==> src/rtl/mem_arb_pkg.sv <==
// Shared types and constants for the unified memory port arbiter.
package mem_arb_pkg;
  typedef enum logic [1:0] {IDLE, BUSY_I, BUSY_D} state_e;
  typedef enum logic {PORT_I = 1'b0, PORT_D = 1'b1} port_e;
  localparam logic MEM_READ  = 1'b1;
  localparam logic MEM_WRITE = 1'b0;
endpackage

==> src/rtl/rr_arb2.sv <==
// Two-way round-robin picker; the owner keeps the last-grant history.
module rr_arb2
  import mem_arb_pkg::*;
(
  input  logic  elig_i_i,
  input  logic  elig_d_i,
  input  port_e last_gnt_i,
  output logic  gnt_valid_o,
  output port_e gnt_id_o
);
  always_comb begin
    gnt_valid_o = elig_i_i | elig_d_i;
    gnt_id_o    = PORT_I;
    if (elig_i_i && elig_d_i)
      gnt_id_o = (last_gnt_i == PORT_I) ? PORT_D : PORT_I;
    else if (elig_d_i)
      gnt_id_o = PORT_D;
  end
endmodule

==> src/rtl/mem_port_arbiter.sv <==
// Shares one memory port between fetch and data requesters, one transaction
// in flight, round-robin on ties, error completion after TIMEOUT idle-ack cycles.
module mem_port_arbiter
  import mem_arb_pkg::*;
#(
  parameter int ADDR_W  = 32,
  parameter int DATA_W  = 32,
  parameter int TIMEOUT = 64
) (
  input  logic              clk,
  input  logic              reset,
  input  logic              i_req,
  input  logic [ADDR_W-1:0] i_addr,
  output logic [DATA_W-1:0] i_rdata,
  output logic              i_done,
  output logic              i_err,
  input  logic              d_req,
  input  logic [ADDR_W-1:0] d_addr,
  input  logic [DATA_W-1:0] d_wdata,
  input  logic              d_rd_wr,
  output logic [DATA_W-1:0] d_rdata,
  output logic              d_done,
  output logic              d_err,
  output logic              mem_en,
  output logic [ADDR_W-1:0] mem_addr,
  output logic [DATA_W-1:0] mem_wdata,
  output logic              mem_rd_wr,
  input  logic [DATA_W-1:0] mem_rdata,
  input  logic              mem_ack
);
  localparam int CNT_W = $clog2(TIMEOUT);

  state_e            state_q, state_d;
  port_e             last_q, last_d;
  logic [CNT_W-1:0]  wait_q, wait_d;
  logic              en_q, en_d, rw_q, rw_d;
  logic [ADDR_W-1:0] addr_q, addr_d;
  logic [DATA_W-1:0] wdata_q, wdata_d, i_rdata_q, i_rdata_d, d_rdata_q, d_rdata_d;
  logic              i_done_q, i_done_d, d_done_q, d_done_d;
  logic              i_err_q, i_err_d, d_err_q, d_err_d;
  logic              gnt_valid;
  port_e             gnt_id;

  // A port whose done is still high is ignored so a lingering req is not re-issued.
  rr_arb2 u_rr (
    .elig_i_i   (state_q == IDLE && i_req && !i_done_q),
    .elig_d_i   (state_q == IDLE && d_req && !d_done_q),
    .last_gnt_i (last_q),
    .gnt_valid_o(gnt_valid),
    .gnt_id_o   (gnt_id)
  );

  always_ff @(posedge clk) begin
    if (reset) begin
      state_q   <= IDLE;
      last_q    <= PORT_D;
      wait_q    <= '0;
      en_q      <= 1'b0;
      rw_q      <= MEM_READ;
      addr_q    <= '0;
      wdata_q   <= '0;
      i_rdata_q <= '0;
      d_rdata_q <= '0;
      i_done_q  <= 1'b0;
      d_done_q  <= 1'b0;
      i_err_q   <= 1'b0;
      d_err_q   <= 1'b0;
    end else begin
      state_q   <= state_d;
      last_q    <= last_d;
      wait_q    <= wait_d;
      en_q      <= en_d;
      rw_q      <= rw_d;
      addr_q    <= addr_d;
      wdata_q   <= wdata_d;
      i_rdata_q <= i_rdata_d;
      d_rdata_q <= d_rdata_d;
      i_done_q  <= i_done_d;
      d_done_q  <= d_done_d;
      i_err_q   <= i_err_d;
      d_err_q   <= d_err_d;
    end
  end

  always_comb begin
    state_d   = state_q;
    last_d    = last_q;
    wait_d    = wait_q;
    en_d      = en_q;
    rw_d      = rw_q;
    addr_d    = addr_q;
    wdata_d   = wdata_q;
    i_rdata_d = i_rdata_q;
    d_rdata_d = d_rdata_q;
    i_done_d  = 1'b0;
    d_done_d  = 1'b0;
    i_err_d   = 1'b0;
    d_err_d   = 1'b0;
    case (state_q)
      IDLE: begin
        if (gnt_valid) begin
          en_d   = 1'b1;
          wait_d = '0;
          last_d = gnt_id;
          if (gnt_id == PORT_I) begin
            state_d = BUSY_I;
            addr_d  = i_addr;
            rw_d    = MEM_READ;
          end else begin
            state_d = BUSY_D;
            addr_d  = d_addr;
            wdata_d = d_wdata;
            rw_d    = d_rd_wr;
          end
        end
      end
      BUSY_I, BUSY_D: begin
        if (mem_ack) begin
          en_d    = 1'b0;
          state_d = IDLE;
          if (state_q == BUSY_I) begin
            i_done_d  = 1'b1;
            i_rdata_d = mem_rdata;
          end else begin
            d_done_d = 1'b1;
            if (rw_q == MEM_READ) d_rdata_d = mem_rdata;
          end
        end else if (wait_q == CNT_W'(TIMEOUT - 1)) begin
          en_d    = 1'b0;
          state_d = IDLE;
          if (state_q == BUSY_I) begin
            i_done_d = 1'b1;
            i_err_d  = 1'b1;
          end else begin
            d_done_d = 1'b1;
            d_err_d  = 1'b1;
          end
        end else begin
          wait_d = wait_q + CNT_W'(1);
        end
      end
      default: state_d = IDLE;
    endcase
  end

  assign mem_en    = en_q;
  assign mem_addr  = addr_q;
  assign mem_wdata = wdata_q;
  assign mem_rd_wr = rw_q;
  assign i_rdata   = i_rdata_q;
  assign d_rdata   = d_rdata_q;
  assign i_done    = i_done_q;
  assign d_done    = d_done_q;
  assign i_err     = i_err_q;
  assign d_err     = d_err_q;
endmodule

==> config.mk <==
export PLATFORM = sky130hd
export DESIGN_NAME = mem_port_arbiter
export DESIGN_NICKNAME = d
export VERILOG_FILES = /design/src/rtl/mem_arb_pkg.sv /design/src/rtl/rr_arb2.sv /design/src/rtl/mem_port_arbiter.sv
export SDC_FILE = /design/constraint.sdc
export NUM_CORES = 1
export LEC_CHECK = 0
export CAP_MARGIN = 10
export CORE_MARGIN = 5
export CORE_UTILIZATION = 40
export DETAILED_ROUTE_END_ITERATION = 10
export PLACE_DENSITY = 0.92
export SLEW_MARGIN = 20
export SYNTH_ARGS = -nofsm -noshare
export SYNTH_HDL_FRONTEND = slang
export SYNTH_SLANG_ARGS = --single-unit
==> constraint.sdc <==
create_clock -name clk -period 2.1 [get_ports clk]
set_clock_uncertainty 0.05 [all_clocks]
set_input_delay 0.315 -clock clk [delete_from_list [all_inputs] [get_ports clk]]
set_output_delay 0.315 -clock clk [all_outputs]
set_load 0.02 [all_outputs]
==> flow_summary.toml <==
[setup_path]
path_buf_inv = 1
cp-start-kind = "flop"
endpoint_kind = "output port"
path_cells = "clkdlybuf4s50_1"
crit_path_top_delay_cell = "clkdlybuf4s50_1"
crit_arrival_ps = 1460
crit_fanout = 2
max_stage_delay_ps = 660
cp.required_ps = 1740
critPathKind = "reg -> out"
path_delay_family = "buffers and inverters"

[timing]
final-setup-viol-count = 0
clock.fmax_ghz = 0.5473
relSlewSlack_pct = 70.26
period_needed_ps = 1827
fin_crit_sh_pct = 87.00
tns_ps = 0
rsz0062_at_grt = "false"
worst_slew_pin_slew_ps = 446.0
hold_violations = 0
slew_viol_final = 0

[power]
power_leakage_nw = 3.077
vdd_ir_drop_max_v = 0.0005438
p_total_mw = 7.669
p_per_area_nw_per_um2 = 879.2

[hold_path]
hold_path.class = "in -> reg"

[cts]
ctsHoldBuffers = 0
cts-root-buf = "clkbuf_16"
htreeDepth = 4
worstSkewPairLatency_ps = 400
cts.sinks = 143
numCtsBuffers = 17
cts_setup_buffers = 0
cts_tree = "built"
postCtsResizedCells = 0
clk_path_buf_depth = 2
clk_pin_slew_worst_paths_ps = 60

[yosys]
netlist_instances = 655
syn_avg_cell_area_sq_um = 8.069
synthFlopType = "dfxtp_1"
syn_nets = 792
ys_top_cells_by_area = "dfxtp_1 (54%), nand2_1 (16%), a21oi_1 (13%), a22oi_1 (4.5%), clkbuf_1 (2.7%)"
netlist_area_sq_um = 5285
synth_most_common_cell = "nand2_1"
yosysTopAreaCell = "dfxtp_1"
synthArstFlopShare_pct = 0
synth_common_cells = "nand2_1 (231), dfxtp_1 (143), a21oi_1 (132)"
yosysTopAreaCellShare_pct = 54.17
ys_warn_count = 0
synth_cell_types = 40
synth-seq-cells = 143
synth_edf_count = 0
seq_area_frac_synth_pct = 54.17

[floorplanning]
die_x_um = 124.9
start_util_pct = 40.39
die-area_sq_um = 15610
coreArea_sq_um = 13090
io_pins = 268
row_count = 42
dieHeight_um = 124.9

[final_layout]
fill_cells = 1036
multi_input_area_sq_um = 2216
areaGrowthSynthToFinish_pct = 65.03
finalNetCount = 1042
antennaDiodeCount = 0
regArea_sq_um = 2863
drive_gt1_share_pct = 4.913

[detailed_routing]
routed_via_density = 5.092
wl_mm = 17.66
route.detailed.wl_per_inst_um = 16.17
drc = 0
first_pass_iters = 7
drtIter0Drc = 327
ant_nets = 0
vias = 5560

[grt]
grt_pass1_wl_mm = 27.68
grt_max_degree = 47
antenna_found_initial = 0
grt_pass1_vias = 5415
gr-total-overflow = 0
grtUsageTotal_pct = 21.89

[place]
hpwl_mm = 12.37
gp_congestion = 0.8799
portBuffers = 267

[job]
max-cap-violations = 0

[outcome]
status = "completed"
-- routing by layer --
layer	track usage, %	vias to the layer above	part of all wire, %	routed length (um)
li1	-	2708	-	-
met1	23.69	2587	38	6676
met2	38.96	214	51	9012
met3	6.994	51	7.2	1267
met4	10.14	0	4.0	698
met5	0	-	0	0
-- placed cells by master, fill, tap and decap left out, types with 4 or more instances in the layout --
| cell type | n |
|---|---|
| nand3_1 | 6 |
| clkinv_2 | 5 |
| a31oi_1 | 5 |
| buf_12 | 9 |
| nand2_1 | 231 |
| a21oi_1 | 132 |
| clkbuf_16 | 17 |
| o21ai_0 | 6 |
| nand2b_1 | 6 |
| nor2_1 | 5 |
| dfxtp_1 | 143 |
| buf_4 | 5 |
| clkdlybuf4s50_1 | 266 |
| clkbuf_1 | 4 |
| a22oi_1 | 32 |
-- layout make-up --
type                       count  share of cell area [%]
clock buffer                  23                   5.365
clock inverter                 7                  0.7316
inverter                       3                  0.1291
multi-input combinational    460                   25.41
sequential                   143                   32.82
tap                          176                   2.525
timing repair buffer         280                   33.02
-- metrics by stage --
| step | std cells | utilization (%) | instance area [sq um] | worst slack, ps | hold slack (ps) |
|---|---|---|---|---|---|
| after floorplan | 655 | - | 5285 | 362.0 | 401.0 |
| after global placement | 1062 | 62.59 | 8190 | 158.7 | 390.4 |
| after detailed placement | 1062 | 62.59 | 8190 | 122.4 | 396.1 |
| after CTS | 1092 | 66.66 | 8722 | 258.4 | 191.9 |
| after global routing | 1092 | 66.66 | 8722 | 121.7 | 204.3 |
| final | 1092 | 66.66 | 8722 | 272.9 | 214.5 |
-- final timing paths --
path / from / end / slack, ps / cells after the start
worst max register to register: state_q[0] / wait_q[5] / 280 / 6
worst max-delay path: mem_addr[0] / mem_addr[0] / 270 / 1
worst min register to register: d_rdata[5] / d_rdata[5] / 400 / 2
worst min-delay path: reset / mem_en / 210 / 2
-- flip-flops by register name, summed over array words and instances, names as in the netlist --
signal and flops:
i_done 1, mem_wdata 32, d_rdata 32, last_q 1, state_q 2, mem_addr 32, d_err 1, mem_en 1
mem_rd_wr 1, i_rdata 32, wait_q 6, i_err 1, d_done 1
-- where the power goes --
| part | switching, mW | internal, mW | total (mW) |
|---|---|---|---|
| combinational | 0.988 | 0.888 | 1.88 |
| clock | 1.06 | 1.67 | 2.72 |
| sequential | 0.121 | 2.95 | 3.07 |
| total | 2.16 | 5.50 | 7.67 |
-- logic make-up after synthesis --
logic type	count (synthesis)	synth area share (%)
compound gates	188	20.19
flops	143	54.17
buf+inv	52	4.001
fa+ha+maj	3	0.7103
simple gates	269	20.93
(Power assumes the default switching activity.)
